$ cat config.mk
export PLATFORM = sky130hd
export DESIGN_NAME = pc_sequencer
export DESIGN_NICKNAME = d
export VERILOG_FILES = /design/src/rtl/pc_sequencer.sv
export SDC_FILE = /design/constraint.sdc
export NUM_CORES = 1
export LEC_CHECK = 0
export ABC_AREA = 1
export CAP_MARGIN = 20
export CORE_MARGIN = 2
export CORE_UTILIZATION = 45
export DETAILED_ROUTE_END_ITERATION = 7
export HOLD_SLACK_MARGIN = 0.12
export PLACE_DENSITY_LB_ADDON = 0.25
export SYNTH_ARGS = -nofsm -noshare
export SYNTH_HDL_FRONTEND = slang
export SYNTH_SLANG_ARGS = --single-unit
$ cat constraint.sdc
create_clock -name clk -period 2.1 [get_ports clk]
set_input_delay 0.42 -clock clk [delete_from_list [all_inputs] [get_ports clk]]
set_output_delay 0.42 -clock clk [all_outputs]
set_load 0.01 [all_outputs]
$ cat src/rtl/pc_sequencer.sv
// Program counter and fetch sequencer for the RV32I fetch stage.
// Holds the fetch address and offers it to instruction memory over valid/ready.
// The next PC is chosen by priority: trap, then halt, then misaligned target,
// then taken target, then sequential. A halt at HALT_ADDR parks the fetch
// until resume or trap.
//
// state     | meaning
// ----------+-------------------------------------------
// ST_RUN    | fetching; pc offered whenever not stalled
// ST_HALTED | pc frozen at HALT_ADDR, no fetch requests
module pc_sequencer #(
  parameter int              XLEN         = 32,
  parameter logic [XLEN-1:0] RESET_VECTOR = XLEN'(32'h0000_0000),
  parameter logic [XLEN-1:0] TRAP_VECTOR  = XLEN'(32'h0000_0100),
  parameter logic [XLEN-1:0] HALT_ADDR    = XLEN'(32'h0000_004C),
  parameter bit              HALT_EN      = 1'b1
) (
  input  logic            clk,
  input  logic            reset_n,
  input  logic            clk_enable,
  input  logic [XLEN-1:0] pc_target,
  input  logic            pc_src,
  input  logic            trap_req,
  input  logic            stall,
  input  logic            resume,
  input  logic            fetch_ready,
  output logic [XLEN-1:0] pc,
  output logic [XLEN-1:0] pc_plus_4,
  output logic            fetch_valid,
  output logic            halted,
  output logic            misaligned,
  output logic [XLEN-1:0] epc,
  output logic [31:0]     fetch_count
);

  typedef enum logic {
    ST_RUN    = 1'b0,
    ST_HALTED = 1'b1
  } state_t;

  state_t          r_state;
  logic [XLEN-1:0] r_pc;
  logic [XLEN-1:0] r_epc;
  logic [31:0]     r_fetch_count;
  logic            r_misaligned;

  state_t          w_state_nxt;
  logic [XLEN-1:0] w_pc_nxt;
  logic [XLEN-1:0] w_epc_nxt;
  logic [31:0]     w_fetch_count_nxt;
  logic            w_misaligned_nxt;
  logic            w_adv;
  logic            w_halt_hit;
  logic            w_target_bad;

  assign pc          = r_pc;
  assign epc         = r_epc;
  assign fetch_count = r_fetch_count;
  assign misaligned  = r_misaligned;
  assign pc_plus_4   = r_pc + XLEN'(4);
  assign fetch_valid = (r_state == ST_RUN) && !stall;
  assign halted      = (r_state == ST_HALTED);

  // An accepted fetch; fetch_valid already excludes HALTED and stalls.
  assign w_adv        = clk_enable && fetch_valid && fetch_ready;
  assign w_halt_hit   = HALT_EN && (r_pc == HALT_ADDR);
  assign w_target_bad = (pc_target[1:0] != 2'b00);

  // Register update; reset wins over clk_enable.
  always_ff @(posedge clk) begin
    if (!reset_n) begin
      r_state       <= ST_RUN;
      r_pc          <= RESET_VECTOR;
      r_epc         <= '0;
      r_fetch_count <= '0;
      r_misaligned  <= 1'b0;
    end else begin
      r_state       <= w_state_nxt;
      r_pc          <= w_pc_nxt;
      r_epc         <= w_epc_nxt;
      r_fetch_count <= w_fetch_count_nxt;
      r_misaligned  <= w_misaligned_nxt;
    end
  end

  // Next-state and next-PC selection; everything holds when clk_enable is low.
  always_comb begin
    w_state_nxt       = r_state;
    w_pc_nxt          = r_pc;
    w_epc_nxt         = r_epc;
    w_fetch_count_nxt = r_fetch_count;
    w_misaligned_nxt  = r_misaligned;
    if (clk_enable) begin
      w_misaligned_nxt = 1'b0;
      if (w_adv) begin
        w_fetch_count_nxt = r_fetch_count + 32'd1;
      end
      case (r_state)
        ST_RUN: begin
          if (trap_req) begin
            w_pc_nxt  = TRAP_VECTOR;
            w_epc_nxt = r_pc;
          end else if (w_adv && w_halt_hit) begin
            // pc stays at HALT_ADDR; pc_src is ignored on the halting fetch
            w_state_nxt = ST_HALTED;
          end else if (w_adv && pc_src && w_target_bad) begin
            w_pc_nxt         = TRAP_VECTOR;
            w_epc_nxt        = r_pc;
            w_misaligned_nxt = 1'b1;
          end else if (w_adv && pc_src) begin
            w_pc_nxt = pc_target;
          end else if (w_adv) begin
            w_pc_nxt = pc_plus_4;
          end
        end
        ST_HALTED: begin
          if (trap_req) begin
            w_pc_nxt    = TRAP_VECTOR;
            w_epc_nxt   = r_pc;
            w_state_nxt = ST_RUN;
          end else if (resume) begin
            w_pc_nxt    = pc_plus_4;
            w_state_nxt = ST_RUN;
          end
        end
        default: begin
          w_state_nxt = ST_RUN;
        end
      endcase
    end
  end

endmodule

**Word-level counts from Yosys, hierarchy flattened**

Cells that the tools add are included.
W data, S select, Z words.

- Register bits after elaboration: 98
- Input bits: 40
- Output and inout bits: 131
- Word-level logic and storage cells: 47

- Add/subtract/negate cells: 2
- Eq/ne operators: 6
- Muxes and demuxes: 22
- Bitwise logic cells: 1
- Reductions and logical operators: 11

Operators with widths:

| cell | count |
|---|---|
| $mux W32 | 11 |
| $pmux W32 S2 | 2 |
| $add A32 B1 Y32 const B | 1 |
| $add A32 B3 Y32 const B | 1 |
| $eq A32 B7 Y1 const B | 1 |
| $mux W1 | 8 |
| $reduce_and A4 Y1 | 2 |
| $logic_and A1 B1 Y1 | 6 |
| $ne A3 B3 Y1 const B | 2 |
| $ne A5 B3 Y1 const B | 1 |
| $ne A3 B2 Y1 const B | 1 |
| $ne A2 B2 Y1 const B | 1 |
| $pmux W1 S2 | 1 |
| $reduce_and A2 Y1 | 1 |
| $reduce_bool A2 Y1 | 1 |
| $logic_not A1 Y1 | 1 |
| $not A1 Y1 | 1 |

**Longest topological paths before layout**

Gate-level depths: netlist of run 1.

- Word-level depth: 10
- Mapped depth: 14
- Depth with buffers taken out: 13

**Worst setup path before layout of run 1**

No wires, ideal clock.

- Path kind: flip-flop to output port
- Start point: register r_pc[2], in the netlist pc[2]
- End point: output port pc_plus_4[22]
- Arrival time: 1.552 ns
- Data required time: 1.680 ns
- Setup slack: 0.128 ns
- Stages on the path, launching flop included: 8
- Buffers on the path: 0
- Path through: dfxtp_1 ha_1 nand2_1 nor2_1 nand2_2 nor2_1 nand3_1 and2_1

- Cells in the longest elaborated chain, start to end: 1

Ends and longest elaborated chain:

| element | RTL line | RTL |
|---|---|---|
| start, declared | 42 | `logic [XLEN-1:0] r_pc;` |
| start signal, assigned | 79 | `r_pc <= w_pc_nxt;` |
| $add A32 B3 Y32 | 60 | `assign pc_plus_4 = r_pc + XLEN'(4);` |
| end, declared | 28 | `output logic [XLEN-1:0] pc_plus_4,` |

Every way passes these cells.

**Final worst setup path of run 1**

- Start point: register r_pc[2], in the netlist pc[2]
- End point: output port pc_plus_4[21]

The elaborated chain is that of the path after synthesis.

==> results_dict.tcl, run 1 <==
set metrics [dict create \
    die_width_um 122 \
    via_count 7817 \
    hold_buffers 0 \
    p_leak_nw 4.60 \
    antenna_found_initial 0 \
    fp.dieArea_um2 14900 \
    cts_buffers 9 \
    seq_area_um2 1990 \
    drv_slew 0 \
    layout.cells.non_filler 1559 \
    yosys_warnings 0 \
    htreeDepth 3 \
    hold_viol_final 0 \
    pin_count 171 \
    place_area_um2 8940 \
    final.setup.worst_slack_ps -161 \
    overflow 0 \
    fin_crit_sh_pct 108 \
    final_layout_size_suffix_gt1_share_pct 24.3 \
    port_buffers 170 \
    via_per_inst 5.01 \
    start_util_pct 45.6 \
    ant_nets 0 \
    synth.distinct_cells 37 \
    crit_fanout 6 \
    mostFrequentLayoutCells "nand2_1, nor2_1, clkdlybuf4s50_1" \
    rsz0062_at_grt "yes" \
    setup_viol 19 \
    grt_pass1_wl_um 33800 \
    max-slew-margin-rel_pct 66.0 \
    cp.arrival_ps 1840 \
    nets 1416 \
    hp-class "reg2reg" \
    cts_tree "done" \
    yosysSeqAreaShare_pct 31.3 \
    worst_ir_drop_vdd_mv 0.447 \
    maxCapViolations 0 \
    max_freq_ghz 0.442 \
    clock_sinks 98 \
    grt_max_degree 73 \
    final_common_cell "nand2_1" \
    dp_cells 1513 \
    async_flop_share_pct 0 \
    clk_pin_slew_ps 70 \
    antennaDiodeCount 0 \
    startpoint_type "flop" \
    syn-cell-area_um2 6280 \
    wirelength_um 22300 \
    fin_skew_ps 10.9 \
    synthFlopType "dfxtp_1" \
    layout_min_cycle_time_ps 2260 \
    critPathCaptureType "output port" \
    multi_input_area_um2 4010 \
    syn_nets 1121 \
    root_buffer "clkbuf_16" \
    drc 0 \
    die_h_um 122 \
    drtIter0Drc 769 \
    synth-seq-cells 98 \
    path_class "reg2out" \
    synth_cells 1079 \
    syn2layout_area_growth_pct 58.4 \
    routabilityCongestion 0.981 \
    dp_hpwl_um 15900 \
    p_per_area_nw_per_um2 526 \
    violations "negative setup slack" \
    crit_required_ps 1680 \
    synth-edff-count 0 \
    clkLatencyLatePin_ps 360 \
    rows 43 \
    clockBufferDepth 2 \
    drtPass1Iterations 6 \
    finalInstanceArea_um2 9940 \
    core_area_um2 13800 \
    grt_usage_pct 28.8 \
    worst_pin_slew_ps 506 \
    status "complete, but fails checks" \
    nFillCells 1138 \
    synth.avg_cell_area_um2 5.82 \
    grt_pass1_vias 7073 \
    routedWlPerCell_um 14.3 \
]
==> per-layer routing <==
| layer | GRT usage, % | routed length, um | part of all wire, % | up-vias |
|---|---|---|---|---|
| li1 | - | - | - | 3854 |
| met1 | 38.0 | 9580 | 43 | 3516 |
| met2 | 44.8 | 10000 | 45 | 373 |
| met3 | 7.35 | 1950 | 8.7 | 74 |
| met4 | 11.9 | 817 | 3.7 | 0 |
| met5 | 0 | 0 | 0 | - |
==> registers in the layout, indices dropped and copies added, names as in the netlist <==
register / cells
pc: 32
fetch_count: 32
misaligned: 1
epc: 32
halted: 1
==> where the power goes <==
group	internal (mW)	total [mW]	switching, mW
combinational	0.643	1.32	0.682
clock	1.09	1.87	0.782
sequential	1.95	2.03	0.0794
==> final timing paths <==
kind	startpoint	to	slack (ps)	depth (start not counted)
worst min register to register	misaligned$_SDFFE_PN0P_	misaligned$_SDFFE_PN0P_	480	2
worst max-delay path	pc[2]$_SDFFE_PN0P_	pc_plus_4[21]	-160	11
worst min-delay path	misaligned$_SDFFE_PN0P_	misaligned$_SDFFE_PN0P_	480	2
worst max register to register	pc[2]$_SDFFE_PN0P_	pc[21]$_SDFFE_PN0P_	100	16
==> timing repair <==
action | in CTS | in global routing
setup endpoints to repair | 28 | 38
pin swaps | 17 | 39
gates resized for setup | 144 | 129
buffers inserted | 13 | 18
cloned | 0 | 0
==> critical path, cell delays in order, from the launching register on <==
cell and delay (ps):
dfxtp_2 370, buf_6 130, inv_4 40, nor2_4 110, nand2_4 120, nor2_4 150
buf_6 120, buf_4 110, nand2_2 50, nand2_2 80, nand2_2 80, buf_6 130
==> per-stage QoR <==
step / setup WS, ps / TNS (ps) / hold WS [ps] / total power [mW] / utilization, %
final: -161 / -1770 / 482 / 5.23 / 72.2
after global routing: -227 / -3470 / 522 / 5.44 / 72.2
after CTS: -222 / -2890 / 485 / 5.14 / 68.7
after detailed placement: -183 / -6870 / 470 / 3.29 / 64.9
after global placement: -184 / -4330 / 459 / 3.27 / 64.9
after floorplan: 128 / 0 / 487 / 2.64 / -
==> cell families after synthesis <==
group | count (synthesis) | synth area share (%)
xor gates and xnor gates | 25 | 3.49
AOI/OAI and AO/OA | 52 | 4.54
adders and majority gates | 2 | 0.399
DFF | 98 | 31.3
and+or+nand+nor | 732 | 48.8
buffers and inverters | 170 | 11.5
==> synth_stat cells, types with 2 or more instances <==
| master | instances | area, um2 |
|---|---|---|
| nand3_4 | 2 | 35.0 |
| buf_2 | 7 | 35.0 |
| nand4_1 | 12 | 75.1 |
| nand3_1 | 60 | 300 |
| buf_6 | 7 | 78.8 |
| nor2_1 | 235 | 882 |
| xor2_1 | 16 | 140 |
| nor3b_1 | 5 | 37.5 |
| o21ai_0 | 21 | 105 |
| nor2_4 | 6 | 67.6 |
| clkbuf_1 | 9 | 33.8 |
| buf_1 | 3 | 11.3 |
| nor3_2 | 3 | 30.0 |
| nand2_1 | 364 | 1370 |
| and2_1 | 8 | 50.1 |
| buf_4 | 5 | 37.5 |
| inv_1 | 128 | 480 |
| nand2_4 | 2 | 22.5 |
| nand2_2 | 7 | 43.8 |
| xnor2_1 | 9 | 78.8 |
| ha_1 | 2 | 25.0 |
| a21oi_1 | 25 | 125 |
| dfxtp_1 | 98 | 1960 |
| nor2_2 | 8 | 50.1 |
| clkinv_1 | 2 | 7.51 |
| nor3_1 | 17 | 85.1 |
| inv_2 | 8 | 30.0 |
==> layout make-up <==
| class | count | share of cell area, % |
|---|---|---|
| clock buffer | 11 | 2.44 |
| inverter | 139 | 5.34 |
| clock inverter | 5 | 0.868 |
| tap | 180 | 2.27 |
| sequential | 98 | 20.1 |
| timing repair buffer | 315 | 28.7 |
| multi-input combinational | 811 | 40.3 |
(Power assumes the default switching activity.)
==> run 2, diff against run 1 <==
--- a/config.mk
+++ b/config.mk
@@ -8,7 +8,7 @@
 export ABC_AREA = 1
 export CAP_MARGIN = 20
 export CORE_MARGIN = 2
-export CORE_UTILIZATION = 45
+export CORE_UTILIZATION = 43
 export DETAILED_ROUTE_END_ITERATION = 7
 export HOLD_SLACK_MARGIN = 0.12
 export PLACE_DENSITY_LB_ADDON = 0.25
==> run 2 against run 1 <==
Net effect: the run still ends with negative setup slack left; die area increased by 4.5%; setup slack worse by 4.3 ps; clock skew shrank 4.1 ps; combinational power hardly changed; maximum frequency fell by 0.19%; design area grew 1.3%; flip-flop and latch count is the same; largest cell class unchanged; largest power group unchanged.
==> results_dict.tcl, run 2 (same netlist as run 1, synthesis figures left out) <==
set metrics [dict create \
    final_common_cell "nand2_1" \
    cp.arrival_ps 1850 \
    layout_min_cycle_time_ps 2270 \
    fin_util_pct 69.8 \
    whs_endpoint "misaligned$_SDFFE_PN0P_" \
    place_area_um2 9080 \
    p_per_area_nw_per_um2 509 \
    rr_endpoint "pc[27]$_SDFFE_PN0P_" \
    reg2regPathDepth 17 \
    place_ws_ps -232 \
    rrSetupSlack_ps 30 \
    drtIter0Drc 582 \
    hold_buffers 0 \
    power.switching_mw 1.53 \
    via_per_inst 4.89 \
    multi_input_area_um2 3970 \
    drv_slew 0 \
    grt_usage_pct 27.3 \
    crit_fanout 6 \
    fin_skew_ps 6.72 \
    setup_viol 19 \
    slowest_delay_ps 360 \
    status "complete, but fails checks" \
    grt_pass1_wl_um 34500 \
    critPathCaptureType "output port" \
    clockPowerShare_pct 34.2 \
    via_count 7737 \
    path_class "reg2out" \
    fin_crit_sh_pct 108 \
    worst_pin_slew_ps 596 \
    rsz0062_at_grt "yes" \
    hp-class "reg2reg" \
    dp_hpwl_um 15900 \
    htreeDepth 3 \
    final.setup.worst_slack_ps -166 \
    routedWlPerCell_um 14.0 \
    port_buffers 170 \
    clock_sinks 98 \
    cp_common_cell "buf_6" \
    nFillCells 1201 \
    die_width_um 125 \
    drc 0 \
    start_util_pct 43.5 \
    clk_pin_slew_ps 70 \
    worst_ir_drop_vdd_mv 0.390 \
    nets 1436 \
    die_h_um 125 \
    drtPass1Iterations 6 \
    r2r-start "pc[3]$_SDFFE_PN0P_" \
    wirelength_um 22200 \
    slowest_stage "dfxtp_2" \
    syn2layout_area_growth_pct 60.4 \
    antennaDiodeCount 0 \
    overflow 0 \
    seq_area_um2 2000 \
    max-slew-margin-rel_pct 60.1 \
    cts_tree "done" \
    clkLatencyLatePin_ps 360 \
    pin_count 171 \
    clockBufferDepth 2 \
    crit_required_ps 1680 \
    ant_nets 0 \
    min_path_cells 2 \
    switching_share_pct 29.8 \
    fp.dieArea_um2 15600 \
    antenna_found_initial 0 \
    mostFrequentLayoutCells "nand2_1, nor2_1, clkdlybuf4s50_1" \
    startpoint_type "flop" \
    seq_power_share_pct 39.6 \
    p_leak_nw 4.67 \
    final_layout_size_suffix_gt1_share_pct 24.2 \
    intPower_mw 3.60 \
    root_buffer "clkbuf_16" \
    cts_buffers 9 \
    core_area_um2 14400 \
    path_cells "buf_6 -> inv_4 -> nor2_4 -> nand2_4 -> buf_6 -> nor2_4 -> buf_6 -> nand2_4 -> and2_4 -> buf_6" \
    grt_pass1_vias 7120 \
    grt_max_degree 73 \
    routabilityCongestion 0.951 \
    violations "negative setup slack" \
    hold_viol_final 0 \
    rows 44 \
    p_comb_share_pct 26.2 \
    max_freq_ghz 0.441 \
    hold_start "misaligned$_SDFFE_PN0P_" \
    maxCapViolations 0 \
    finalInstanceArea_um2 10100 \
]
run 2: cell types whose count changed in the layout (fill, tap and decap cells not counted), sizes merged:
cell	change
dlygate4sd2	-1
clkinvlp	+1
bufinv	-1
clkinv	-1
buf	+21
clkbuf	+1
run 2: critical path, delay by kind of cell, from the launching register on:
family	cells	cell delay, ps
buf+inv	5	540
flops	1	360
simple gates	5	570
run 2: per-stage QoR:
stage | cells | hold WS [ps] | power (mW) | TNS [ps]
after floorplan | 1079 | 487 | 2.64 | 0
after global placement | 1532 | 463 | 3.29 | -3130
after detailed placement | 1532 | 470 | 3.30 | -5520
after CTS | 1568 | 488 | 5.05 | -1500
after global routing | 1583 | 511 | 5.35 | -2880
final | 1583 | 483 | 5.13 | -1380
run 2: layout make-up:
| cell class | instances | share of cell area [%] |
|---|---|---|
| inverter | 139 | 5.23 |
| clock inverter | 4 | 0.497 |
| sequential | 98 | 19.8 |
| tap | 184 | 2.29 |
| multi-input combinational | 811 | 39.4 |
| clock buffer | 12 | 2.55 |
| timing repair buffer | 335 | 30.1 |
run 2: how the worst max path moves through the flow:
stage                                  start             to  cells after the start
after floorplan           pc[2]$_SDFFE_PN0P_  pc_plus_4[22]                      7
after global placement    pc[2]$_SDFFE_PN0P_  pc_plus_4[14]                      9
after detailed placement  pc[3]$_SDFFE_PN0P_  pc_plus_4[14]                      9
after CTS                 pc[3]$_SDFFE_PN0P_  pc_plus_4[17]                     10
after global routing      pc[2]$_SDFFE_PN0P_  pc_plus_4[29]                      9
final                     pc[2]$_SDFFE_PN0P_  pc_plus_4[17]                     10
run 2: routing by layer:
metal,wire length [um],GRT usage (%)
met1,9740,36.5
met2,10000,43.7
met3,1780,4.68
met4,664,11.1
met5,0,0
run 2: repair_timing:
action,4_1_cts,5_1_grt
pin swaps,20,27
resized for setup,186,77
buffers inserted,22,16
setup endpoints to repair,28,28
run 2: power by group through the flow:
stage	registers (mW)	logic (mW)	clock network, mW
6_report	2.03	1.34	1.75
5_1_grt	2.04	1.46	1.85
4_1_cts	2.03	1.27	1.76
3_5_place_dp	2.06	1.24	0
3_3_place_gp	2.06	1.23	0
2_1_floorplan	2.12	0.520	0
==> run 3, diff against run 2 <==
--- a/config.mk
+++ b/config.mk
@@ -8,7 +8,7 @@
 export ABC_AREA = 1
 export CAP_MARGIN = 20
 export CORE_MARGIN = 2
-export CORE_UTILIZATION = 43
+export CORE_UTILIZATION = 47
 export DETAILED_ROUTE_END_ITERATION = 7
 export HOLD_SLACK_MARGIN = 0.12
 export PLACE_DENSITY_LB_ADDON = 0.25
==> run 3 against run 2 <==
Net effect: the flow still finishes with violations (negative setup slack); final cell count decreased by 1.0%; core utilization increased by 6.1 points; maximum frequency grew 1.1%; critical path type unchanged; design area shrank 0.93%; register-to-register slack improved by 50 ps; flip-flop and latch count stayed put; clock power down 3%.
==> results_dict.tcl, run 3 (same netlist as run 1, synthesis figures left out) <==
set metrics [dict create \
    root_buffer "clkbuf_16" \
    min_path_cells 2 \
    start_util_pct 47.8 \
    path_class "reg2out" \
    routedWlPerCell_um 14.5 \
    cts_buffers 9 \
    grt_usage_pct 30.8 \
    p_leak_nw 4.59 \
    pin_count 171 \
    grt_max_degree 73 \
    slowest_stage "dfxtp_2" \
    finalInstanceArea_um2 9970 \
    cp.depth 10 \
    drv_slew 0 \
    via_count 7852 \
    antenna_found_initial 0 \
    mostFrequentLayoutCells "nand2_1, nor2_1, clkdlybuf4s50_1" \
    cts_tree "done" \
    critPathCaptureType "output port" \
    rows 42 \
    clockBufferDepth 2 \
    fin_skew_ps 8.43 \
    cp_common_cell "nand2_2" \
    drc 0 \
    nets 1428 \
    power.switching_mw 1.54 \
    fp.dieArea_um2 14300 \
    crit_required_ps 1680 \
    intPower_mw 3.53 \
    power.total_mw 5.07 \
    syn2layout_area_growth_pct 58.9 \
    drtIter0Drc 651 \
    final_common_cell "nand2_1" \
    slowest_delay_ps 370 \
    ant_nets 0 \
    crit_family "simple AND/OR/NAND/NOR gates" \
    clkLatencyLatePin_ps 360 \
    critPathBufInv 2 \
    startpoint_type "flop" \
    crit_fanout 5 \
    p_per_area_nw_per_um2 508 \
    fin_crit_sh_pct 107 \
    clock_sinks 98 \
    grt_pass1_vias 7110 \
    antennaDiodeCount 0 \
    dp_cells 1524 \
    cp.arrival_ps 1820 \
    worst_pin_slew_ps 800 \
    clockPowerShare_pct 33.6 \
    maxCapViolations 0 \
    rsz0062_at_grt "yes" \
    wirelength_um 22700 \
    port_buffers 170 \
    reg2regPathDepth 13 \
    clk_pin_slew_ps 70 \
    overflow 0 \
    htreeDepth 3 \
    layout_min_cycle_time_ps 2240 \
    fin_tns_setup_ps -1740 \
    die_width_um 120 \
    place_area_um2 9060 \
    drtPass1Iterations 5 \
    max_freq_ghz 0.446 \
    switching_share_pct 30.4 \
    grt_pass1_wl_um 35200 \
    final.setup.worst_slack_ps -142 \
    violations "negative setup slack" \
    fin_util_pct 75.9 \
    p_comb_share_pct 26.2 \
    hp-class "reg2reg" \
    hold_viol_final 0 \
    worst_ir_drop_vdd_mv 0.360 \
    via_per_inst 5.01 \
    status "complete, but fails checks" \
    final_layout_size_suffix_gt1_share_pct 24.6 \
    seq_power_share_pct 40.2 \
    die_h_um 120 \
    core_area_um2 13100 \
    max-slew-margin-rel_pct 46.6 \
    routabilityCongestion 0.950 \
    path_cells "ha_4 -> nand2_2 -> nor2_4 -> nand2_2 -> nor2_1 -> buf_4 -> nand2_2 -> nand2_2 -> and2_4 -> buf_6" \
    setup_viol 22 \
    dp_hpwl_um 16300 \
    layout.cells.non_filler 1567 \
]
==> run 3: final timing paths <==
kind,startpoint,slack [ps],to
worst max-delay path,pc[3]$_SDFFE_PN0P_,-140,pc_plus_4[22]
worst min register to register,misaligned$_SDFFE_PN0P_,470,misaligned$_SDFFE_PN0P_
worst min-delay path,misaligned$_SDFFE_PN0P_,470,misaligned$_SDFFE_PN0P_
worst max register to register,pc[15]$_SDFFE_PN0P_,80,pc[15]$_SDFFE_PN0P_
==> run 3: worst register-to-register path, cell delays in order, from the launching register on <==
cell and delay [ps]:
dfxtp_2 340, buf_4 150, inv_1 190, nand2_1 80, nor2_1 160, nand2_1 100, nor2_2 160, nand2_2 90
a21oi_2 160, nor2_2 80, buf_12 160, nand2_1 100, nand2_1 60, nor2_1 140
==> run 3: power by group through the flow <==
| stage | Sequential, mW | Combinational [mW] | Clock, mW |
|---|---|---|---|
| 2_1_floorplan | 2.12 | 0.520 | 0 |
| 3_3_place_gp | 2.06 | 1.23 | 0 |
| 3_5_place_dp | 2.06 | 1.24 | 0 |
| 4_1_cts | 2.03 | 1.26 | 1.71 |
| 5_1_grt | 2.05 | 1.44 | 1.80 |
| 6_report | 2.04 | 1.33 | 1.70 |
==> run 3: what timing repair did <==
item	CTS	global route
pin swaps	27	36
hold buffers	0	0
endpoints found under the setup margin	28	58
resized for setup	188	76
setup buffers	20	7
==> run 3: cell type report <==
cell class | instances | area, um2
multi-input cells | 811 | 3990
clock inverters | 5 | 62.6
repair buffers | 327 | 2950
fillers | 1037 | 3160
well taps | 176 | 220
inverters | 139 | 532
flip-flops and latches | 98 | 1990
clock buffers | 11 | 233
==> run 3: per-layer routing <==
layer	track usage [%]	part of all wire [%]	vias up
li1	-	-	3886
met1	41.1	44	3569
met2	49.5	46	338
met3	5.28	7.3	59
met4	12.5	3.2	0
met5	0	0	-
==> run 3: stage by stage <==
stage,setup WS [ps],hold slack [ps]
after CTS,-118,469
after floorplan,128,487
after global placement,-185,463
after global routing,-193,494
after detailed placement,-215,457
final,-142,467
